===== src/rtl/seq_signed_multiplier.sv =====
// Sequential shift-add multiplier with signed/unsigned modes.
// Operands are reduced to magnitudes on acceptance, one multiplier bit is
// consumed per RUN cycle (LSB first), and the sign is reapplied in FIX.
// The request uses a start/busy/done handshake and returns a 2*WIDTH-bit product.
module seq_signed_multiplier #(
  parameter int unsigned WIDTH = 32
) (
  input  logic               clk,
  input  logic               rst,
  input  logic               start,
  input  logic               signed_op,
  input  logic [WIDTH-1:0]   a,
  input  logic [WIDTH-1:0]   b,
  output logic               busy,
  output logic               done,
  output logic [2*WIDTH-1:0] product
);

  localparam int unsigned PW = 2 * WIDTH;
  localparam int unsigned CW = $clog2(WIDTH);
  localparam logic [CW-1:0] LAST = CW'(WIDTH - 1);

  typedef enum logic [1:0] {
    IDLE,
    RUN,
    FIX
  } state_t;

  state_t            state_q;
  logic [PW-1:0]     acc_q;
  logic [PW-1:0]     mcand_q;
  logic [WIDTH-1:0]  mplier_q;
  logic [CW-1:0]     cnt_q;
  logic              neg_q;
  logic              busy_q;
  logic              done_q;
  logic [PW-1:0]     product_q;

  logic [WIDTH-1:0]  mag_a_d;
  logic [WIDTH-1:0]  mag_b_d;
  logic              neg_d;
  logic [PW-1:0]     acc_d;
  logic [PW-1:0]     product_d;

  // Operand magnitudes, sign flag, partial-sum update and sign-corrected result.
  always_comb begin
    mag_a_d   = (signed_op & a[WIDTH-1]) ? (~a + WIDTH'(1)) : a;
    mag_b_d   = (signed_op & b[WIDTH-1]) ? (~b + WIDTH'(1)) : b;
    neg_d     = signed_op & (a[WIDTH-1] ^ b[WIDTH-1]);
    acc_d     = mplier_q[0] ? (acc_q + mcand_q) : acc_q;
    product_d = neg_q ? (~acc_q + PW'(1)) : acc_q;
  end

  // Control FSM and datapath registers.
  // The multiplicand register is shifted left each RUN cycle, which equals
  // adding (mag_a << count) without a barrel shifter.
  always_ff @(posedge clk or negedge rst) begin
    if (!rst) begin
      state_q   <= IDLE;
      acc_q     <= '0;
      mcand_q   <= '0;
      mplier_q  <= '0;
      cnt_q     <= '0;
      neg_q     <= 1'b0;
      busy_q    <= 1'b0;
      done_q    <= 1'b0;
      product_q <= '0;
    end else begin
      case (state_q)
        IDLE: begin
          done_q <= 1'b0;
          if (start) begin
            mcand_q  <= PW'(mag_a_d);
            mplier_q <= mag_b_d;
            neg_q    <= neg_d;
            acc_q    <= '0;
            cnt_q    <= '0;
            busy_q   <= 1'b1;
            state_q  <= RUN;
          end
        end
        RUN: begin
          acc_q    <= acc_d;
          mcand_q  <= mcand_q << 1;
          mplier_q <= mplier_q >> 1;
          cnt_q    <= cnt_q + CW'(1);
          if (cnt_q == LAST) begin
            state_q <= FIX;
          end
        end
        FIX: begin
          product_q <= product_d;
          done_q    <= 1'b1;
          busy_q    <= 1'b0;
          state_q   <= IDLE;
        end
        default: begin
          state_q <= IDLE;
        end
      endcase
    end
  end

  assign busy    = busy_q;
  assign done    = done_q;
  assign product = product_q;

endmodule


===== config.mk =====
export PLATFORM = sky130hd
export DESIGN_NAME = seq_signed_multiplier
export DESIGN_NICKNAME = d
export VERILOG_FILES = /design/src/rtl/seq_signed_multiplier.sv
export SDC_FILE = /design/constraint.sdc
export NUM_CORES = 1
export LEC_CHECK = 0
export CAP_MARGIN = 20
export CORE_MARGIN = 8
export CORE_UTILIZATION = 35
export DETAILED_ROUTE_END_ITERATION = 6
export SYNTH_ARGS = -nofsm -noshare
export SYNTH_HDL_FRONTEND = slang
export SYNTH_SLANG_ARGS = --single-unit

===== constraint.sdc =====
create_clock -name clk -period 3.2 [get_ports clk]
set_input_delay 0.32 -clock clk [delete_from_list [all_inputs] [get_ports clk]]
set_output_delay 0.32 -clock clk [all_outputs]
set_load 0.1 [all_outputs]

==> out/qor.csv, run 1 <==
metric;value;unit
drc_errors;0;
seqCellArea;0.00586;mm2
die_h;224;um
hold_violations;0;
status;finished clean;
crit_slowest_cell;dfrtp_1;
slew_headroom;32.8;%
place.gp.congestion;0.901;
required;3.67;ns
power_frac_comb;57.3;%
num_vias;13700;
worstPathArrival;3.59;ns
antenna_found_initial;0;
pwr_density_cell;1020;mW/mm2
grt_pass1_wl;73.5;mm
synth_top_area_share;38.7;%
insertion_delay;0.56;ns
crit_chain;ha_1, and4_1, buf_4, o2111a_1, o41ai_2, a21o_1, nand3_1, a31o_2, a21oi_1, buf_4, nor4b_1, nand3b_1, mux2i_1;
yosysTopAreaCell;dfrtp_1;
seqPwrFrac;26.6;%
hold_ws;0.371;ns
ys_seq_elements;234;
fin_crit;3.12;ns
netSwitchingFraction;46.6;%
drv_slew;0;
grt.overflow.total;0;
routed_wl;45.2;mm
critPathBufInv;2;
core;0.0429;mm2
worst_slack;0.0754;ns
worstSetupPathType;flip-flop to flip-flop;
start_util;35.3;%
first_iter_violations;938;
tritoncts;done;
synthCells;1769;
crit_family;simple AND/OR/NAND/NOR gates;
path_max_fanout;7;
post-route-period-util;97.6;%
crit_top_cell;buf_4;
fin_skew;0.00984;ns
p_clk_share;16.2;%
drive_above_1_share;11.5;%
ys_async_sr_fraction;100;%
leakage;8.09;nW
cp-end-kind;flip-flop;
p_int;0.0104;W
syn_to_final_growth;25.3;%
avgSynthCellArea;8.55;um2
syn_nets;1906;
dpl.hpwl;34.0;mm
holdCritPathClass;input pin to asynchronous set/reset pin;
rows;76;
grtUsageTotal;17.7;%
htreeDepth;1;
clk_pin_slew_worst_paths;0.06;ns
diodes;0;
clockBufferDepth;3;
multi_input_area;0.00909;mm2
grt_pass1_vias;13800;
die-area;0.0501;mm2
syn_area;0.0151;mm2
io_pins;134;
worstMarginPinSlew;1.01;ns
die_w;224;um
max_freq;0.320;GHz
ys_seq_area_share;38.7;%
ys.warnings.count;0;
synthDistinctLibCells;75;
power;0.0194;W
clock-sinks;234;
fin_nets;2093;
critical-path-max-stage-delay;0.47;ns
yosys-top-cells-count;nand2_1, o21ai_0, dfrtp_1;
port-buffer-count;133;
grt_max_degree;101;
pre_cts_ws;-0.0659;ns
wl_per_cell;17.6;um
synth_edf_count;0;
synthMostInstantiatedCell;nand2_1;
antenna_left;0;
drt_first_pass_iters;7;
synth.area.top_cells;dfrtp_1, o21ai_0, nand2_1, xor2_1, ha_1;
final-setup-viol-count;0;
maxCapViolCount;0;
cts-buffers-inserted;28;
cts_root_buf;clkbuf_16;
critPathLaunchType;flip-flop;
ys.flop_type;dfrtp_1;
fill_cells;4260;
switchingPower;0.00905;W
viasPerCell;5.36;
ir_drop;447;uV
## per-stage QoR
| stage | area, um2 | setup TNS [ns] | utilization (%) | cells |
|---|---|---|---|---|
| global placement | 17800 | -0.0157 | 41.4 | 2507 |
| finish | 19000 | 0 | 44.2 | 2561 |
| CTS | 18700 | 0 | 43.6 | 2558 |
| global route | 19000 | -0.0119 | 44.2 | 2561 |
| detailed placement | 17800 | -0.0764 | 41.4 | 2507 |
| floorplan | 15100 | 0 | - | 1769 |
## registers in the layout, indices dropped and copies added (netlist names), 2 cells and up
signal and cells:
acc_q 64, mcand_q 64, product 64, mplier_q 32
cnt_q 5, state_q 2
## layer usage
metal	share of wire (%)	routed length (um)	vias to the layer above	track usage (%)
met5	0	0	-	0
met4	2.1	936	0	4.40
met3	6.0	2710	54	3.41
met2	45	20100	314	28.1
met1	47	21400	6601	24.5
li1	-	-	6758	-
## power groups by stage
stage	clock network (W)	registers [W]	logic (W)
2_1_floorplan	0	0.00553	0.00678
3_3_place_gp	0	0.00512	0.0107
3_5_place_dp	0	0.00515	0.0108
4_1_cts	0.00322	0.00511	0.0108
5_1_grt	0.00333	0.00531	0.0123
6_report	0.00314	0.00516	0.0111
## layout by cell type, fill, tap and decap left out, types with 10 or more instances in the layout
master           instances
xnor2_1                 67
o31ai_1                 30
nor3_1                  19
nor2b_1                 10
a21o_1                  36
dfrtp_1                231
o41ai_1                 10
and3_1                  18
o21bai_1                15
ha_1                    62
nor2_1                  69
nand2_1                294
o21ai_0                259
buf_4                  111
inv_1                   24
nand2b_1                16
o21ai_1                 22
xor2_1                 105
nand3_1                 28
clkdlybuf4s50_1        131
a22oi_1                 59
nand4_1                 21
a21oi_1                 98
clkbuf_16               29
or3_1                   14
## cell families after synthesis
family / synth area share [%]
buffers and inverters: 2.94
multiplexers: 0.265
XOR/XNOR: 9.96
adder cells (fa/ha/maj): 5.76
AO/OA/AOI/OAI: 25.2
AND/OR/NAND/NOR: 17.2
flip-flops: 38.7
## cell type report
| cell class | instances | share of cell area (%) |
|---|---|---|
| multi-input cells | 1418 | 48.0 |
| repair buffers | 249 | 12.0 |
| well taps | 585 | 3.86 |
| flip-flops and latches | 234 | 30.9 |
| clock inverters | 8 | 0.409 |
| inverters | 25 | 0.495 |
| clock buffers | 42 | 4.35 |
## what timing repair did
item	4_1_cts	5_1_grt
setup endpoints to repair	5	23
setup buffers	0	2
hold endpoints to repair	79	0
gates resized for setup	7	39
pin swaps	0	11
hold buffers	1	0
## worst paths after layout
path / cells after the start / to / startpoint / slack (ns)
max in group asynchronous: 3 / neg_q / rst / 1.87
min in group clk: 3 / mplier_q[31] / b[31] / 0.44
setup reg to reg: 13 / acc_q[63] / mcand_q[22] / 0.08
hold reg to reg: 2 / product[24] / product[24] / 0.47
hold / removal: 2 / mplier_q[3] / rst / 0.37
setup / recovery: 13 / acc_q[63] / mcand_q[22] / 0.08
No activity file was read; power rests on OpenSTA's default activity.
==> run 2, diff against run 1 <==
--- a/config.mk
+++ b/config.mk
@@ -9,6 +9,7 @@
 export CORE_MARGIN = 8
 export CORE_UTILIZATION = 35
 export DETAILED_ROUTE_END_ITERATION = 6
+export SLEW_MARGIN = 25
 export SYNTH_ARGS = -nofsm -noshare
 export SYNTH_HDL_FRONTEND = slang
 export SYNTH_SLANG_ARGS = --single-unit
==> run 2 against run 1 <==
Against the previous run: clock skew fell by 0.0013 ns; setup slack improved by 0.0092 ns; count of clock-buffer cells in the layout did not move; critical path depth fell by 1; critical path type unchanged; combinational power barely moved; clock power barely moved; total power fell by 0.17%; non-clock buffer count fell by 1; maximum frequency rose by 0.29%; critical endpoint unchanged; sequential share of layout area barely moved.
==> out/qor.csv, run 2 (synthesis gave the netlist of run 1 again) <==
metric;value;unit
status;finished clean;
port-buffer-count;133;
ir_drop;591;uV
post-route-period-util;97.4;%
power_frac_comb;57.2;%
routed_wl;45.1;mm
grt_pass1_wl;73.5;mm
worstMarginPinSlew;1.01;ns
final-setup-viol-count;0;
drc_errors;0;
htreeDepth;1;
clock-sinks;234;
maxCapViolCount;0;
grt_pass1_vias;13800;
viasPerCell;5.36;
r2r_cells;12;
max_freq;0.321;GHz
start_util;35.3;%
seqCellArea;0.00586;mm2
diodes;0;
drt_first_pass_iters;7;
stdcell_area;0.0189;mm2
grt_use_met2;28.1;%
fin_crit;3.12;ns
power;0.0194;W
worstSetupPathType;flip-flop to flip-flop;
holdCritPathClass;input pin to asynchronous set/reset pin;
pwr_density_cell;1020;mW/mm2
cts_root_buf;clkbuf_16;
grtUsageMet1;24.5;%
rows;76;
place.gp.congestion;0.901;
multi_input_area;0.00909;mm2
drive_above_1_share;11.4;%
insertion_delay;0.56;ns
wl_per_cell;17.6;um
worst_slack;0.0846;ns
place_area;0.0178;mm2
seqPwrFrac;26.6;%
crit_chain;ha_4, nand2_1, nor2_2, nand3_1, a2111o_1, o311ai_0, a31o_2, a21oi_1, buf_4, nor4b_1, nand3b_1, mux2i_1;
grt_max_degree;101;
fin_skew;0.00856;ns
dpl.hpwl;34.0;mm
mostFrequentLayoutCell;nand2_1;
die_w;224;um
path_max_fanout;7;
leakage;8.08;nW
slew_headroom;32.8;%
fin_nets;2092;
hold_violations;0;
antenna_found_initial;0;
num_vias;13700;
core;0.0429;mm2
p_clk_share;16.2;%
mostFrequentLayoutCells;nand2_1, o21ai_0, dfrtp_1;
die_h;224;um
clockBufferDepth;3;
cts-buffers-inserted;28;
worstPathArrival;3.59;ns
switchingPower;0.00904;W
fill_cells;4263;
grtUsageTotal;17.7;%
syn_to_final_growth;25.2;%
required;3.67;ns
io_pins;134;
antenna_left;0;
crit_slowest_cell;dfrtp_1;
grt.overflow.total;0;
tritoncts;done;
clk_pin_slew_worst_paths;0.06;ns
drv_slew;0;
critPathLaunchType;flip-flop;
first_iter_violations;980;
critical-path-max-stage-delay;0.47;ns
netSwitchingFraction;46.7;%
met3_usage;3.41;%
die-area;0.0501;mm2
pre_cts_ws;-0.0659;ns
p_int;0.0103;W
grt-busiest-layer;met2;
cp-end-kind;flip-flop;
run 2: cell count changes in the layout (fill, tap and decap cells not counted):
cell | before | now
buf_4 | 111 | 110
buf_6 | 0 | 1
buf_16 | 1 | 0
run 2: final timing paths:
check | startpoint | to | slack [ns]
worst max register to register | mcand_q[28] | acc_q[63] | 0.08
worst min-delay path | rst | done | 0.36
max in group asynchronous | rst | neg_q | 1.88
min in group clk | b[31] | mplier_q[31] | 0.44
worst max-delay path | mcand_q[28] | acc_q[63] | 0.08
worst min register to register | product[24] | product[24] | 0.47
run 2: layer usage:
metal	routed length, um	vias to the layer above	share of wire, %
li1	-	6756	-
met5	0	-	0
met4	873	0	1.9
met2	20100	339	44
met1	21300	6579	47
met3	2890	48	6.4
run 2: power by group through the flow:
stage,sequential (W),clock (W),combinational [W]
floorplan,0.00553,0,0.00678
global placement,0.00512,0,0.0107
detailed placement,0.00515,0,0.0108
CTS,0.00511,0.00322,0.0108
global route,0.00531,0.00333,0.0123
finish,0.00516,0.00313,0.0111
run 2: final cells by class:
| cell class | instances | share of cell area [%] |
|---|---|---|
| Tap cell | 585 | 3.87 |
| Inverter | 25 | 0.496 |
| Timing Repair Buffer | 248 | 11.9 |
| Clock buffer | 42 | 4.36 |
| Sequential cell | 234 | 30.9 |
| Multi-Input combinational cell | 1418 | 48.0 |
| Clock inverter | 8 | 0.410 |
run 2: timing repair:
item,in CTS,in global routing
endpoints found under the hold margin,79,0
setup buffers,0,2
pin swaps,0,11
resized for setup,7,39
hold buffers,1,0
endpoints found under the setup margin,5,23
run 2: stage by stage:
stage	TNS [ns]	hold WS, ns	util (%)	instances
2_1_floorplan	0	0.0244	-	1769
3_3_place_gp	-0.0157	0.379	41.4	2507
3_5_place_dp	-0.0764	0.394	41.4	2507
4_1_cts	0	0.404	43.6	2558
5_1_grt	-0.0119	0.425	44.1	2560
6_report	0	0.364	44.1	2560
run 2: critical path, delay by kind of cell, from the launching register on:
kind                     cells  cell delay (ns)
multiplexers                 1             0.22
adder cells (fa/ha/maj)      1             0.35
AO/OA/AOI/OAI                4             0.94
flip-flops                   1             0.47
buffers and inverters        1             0.15
AND/OR/NAND/NOR              5             0.90
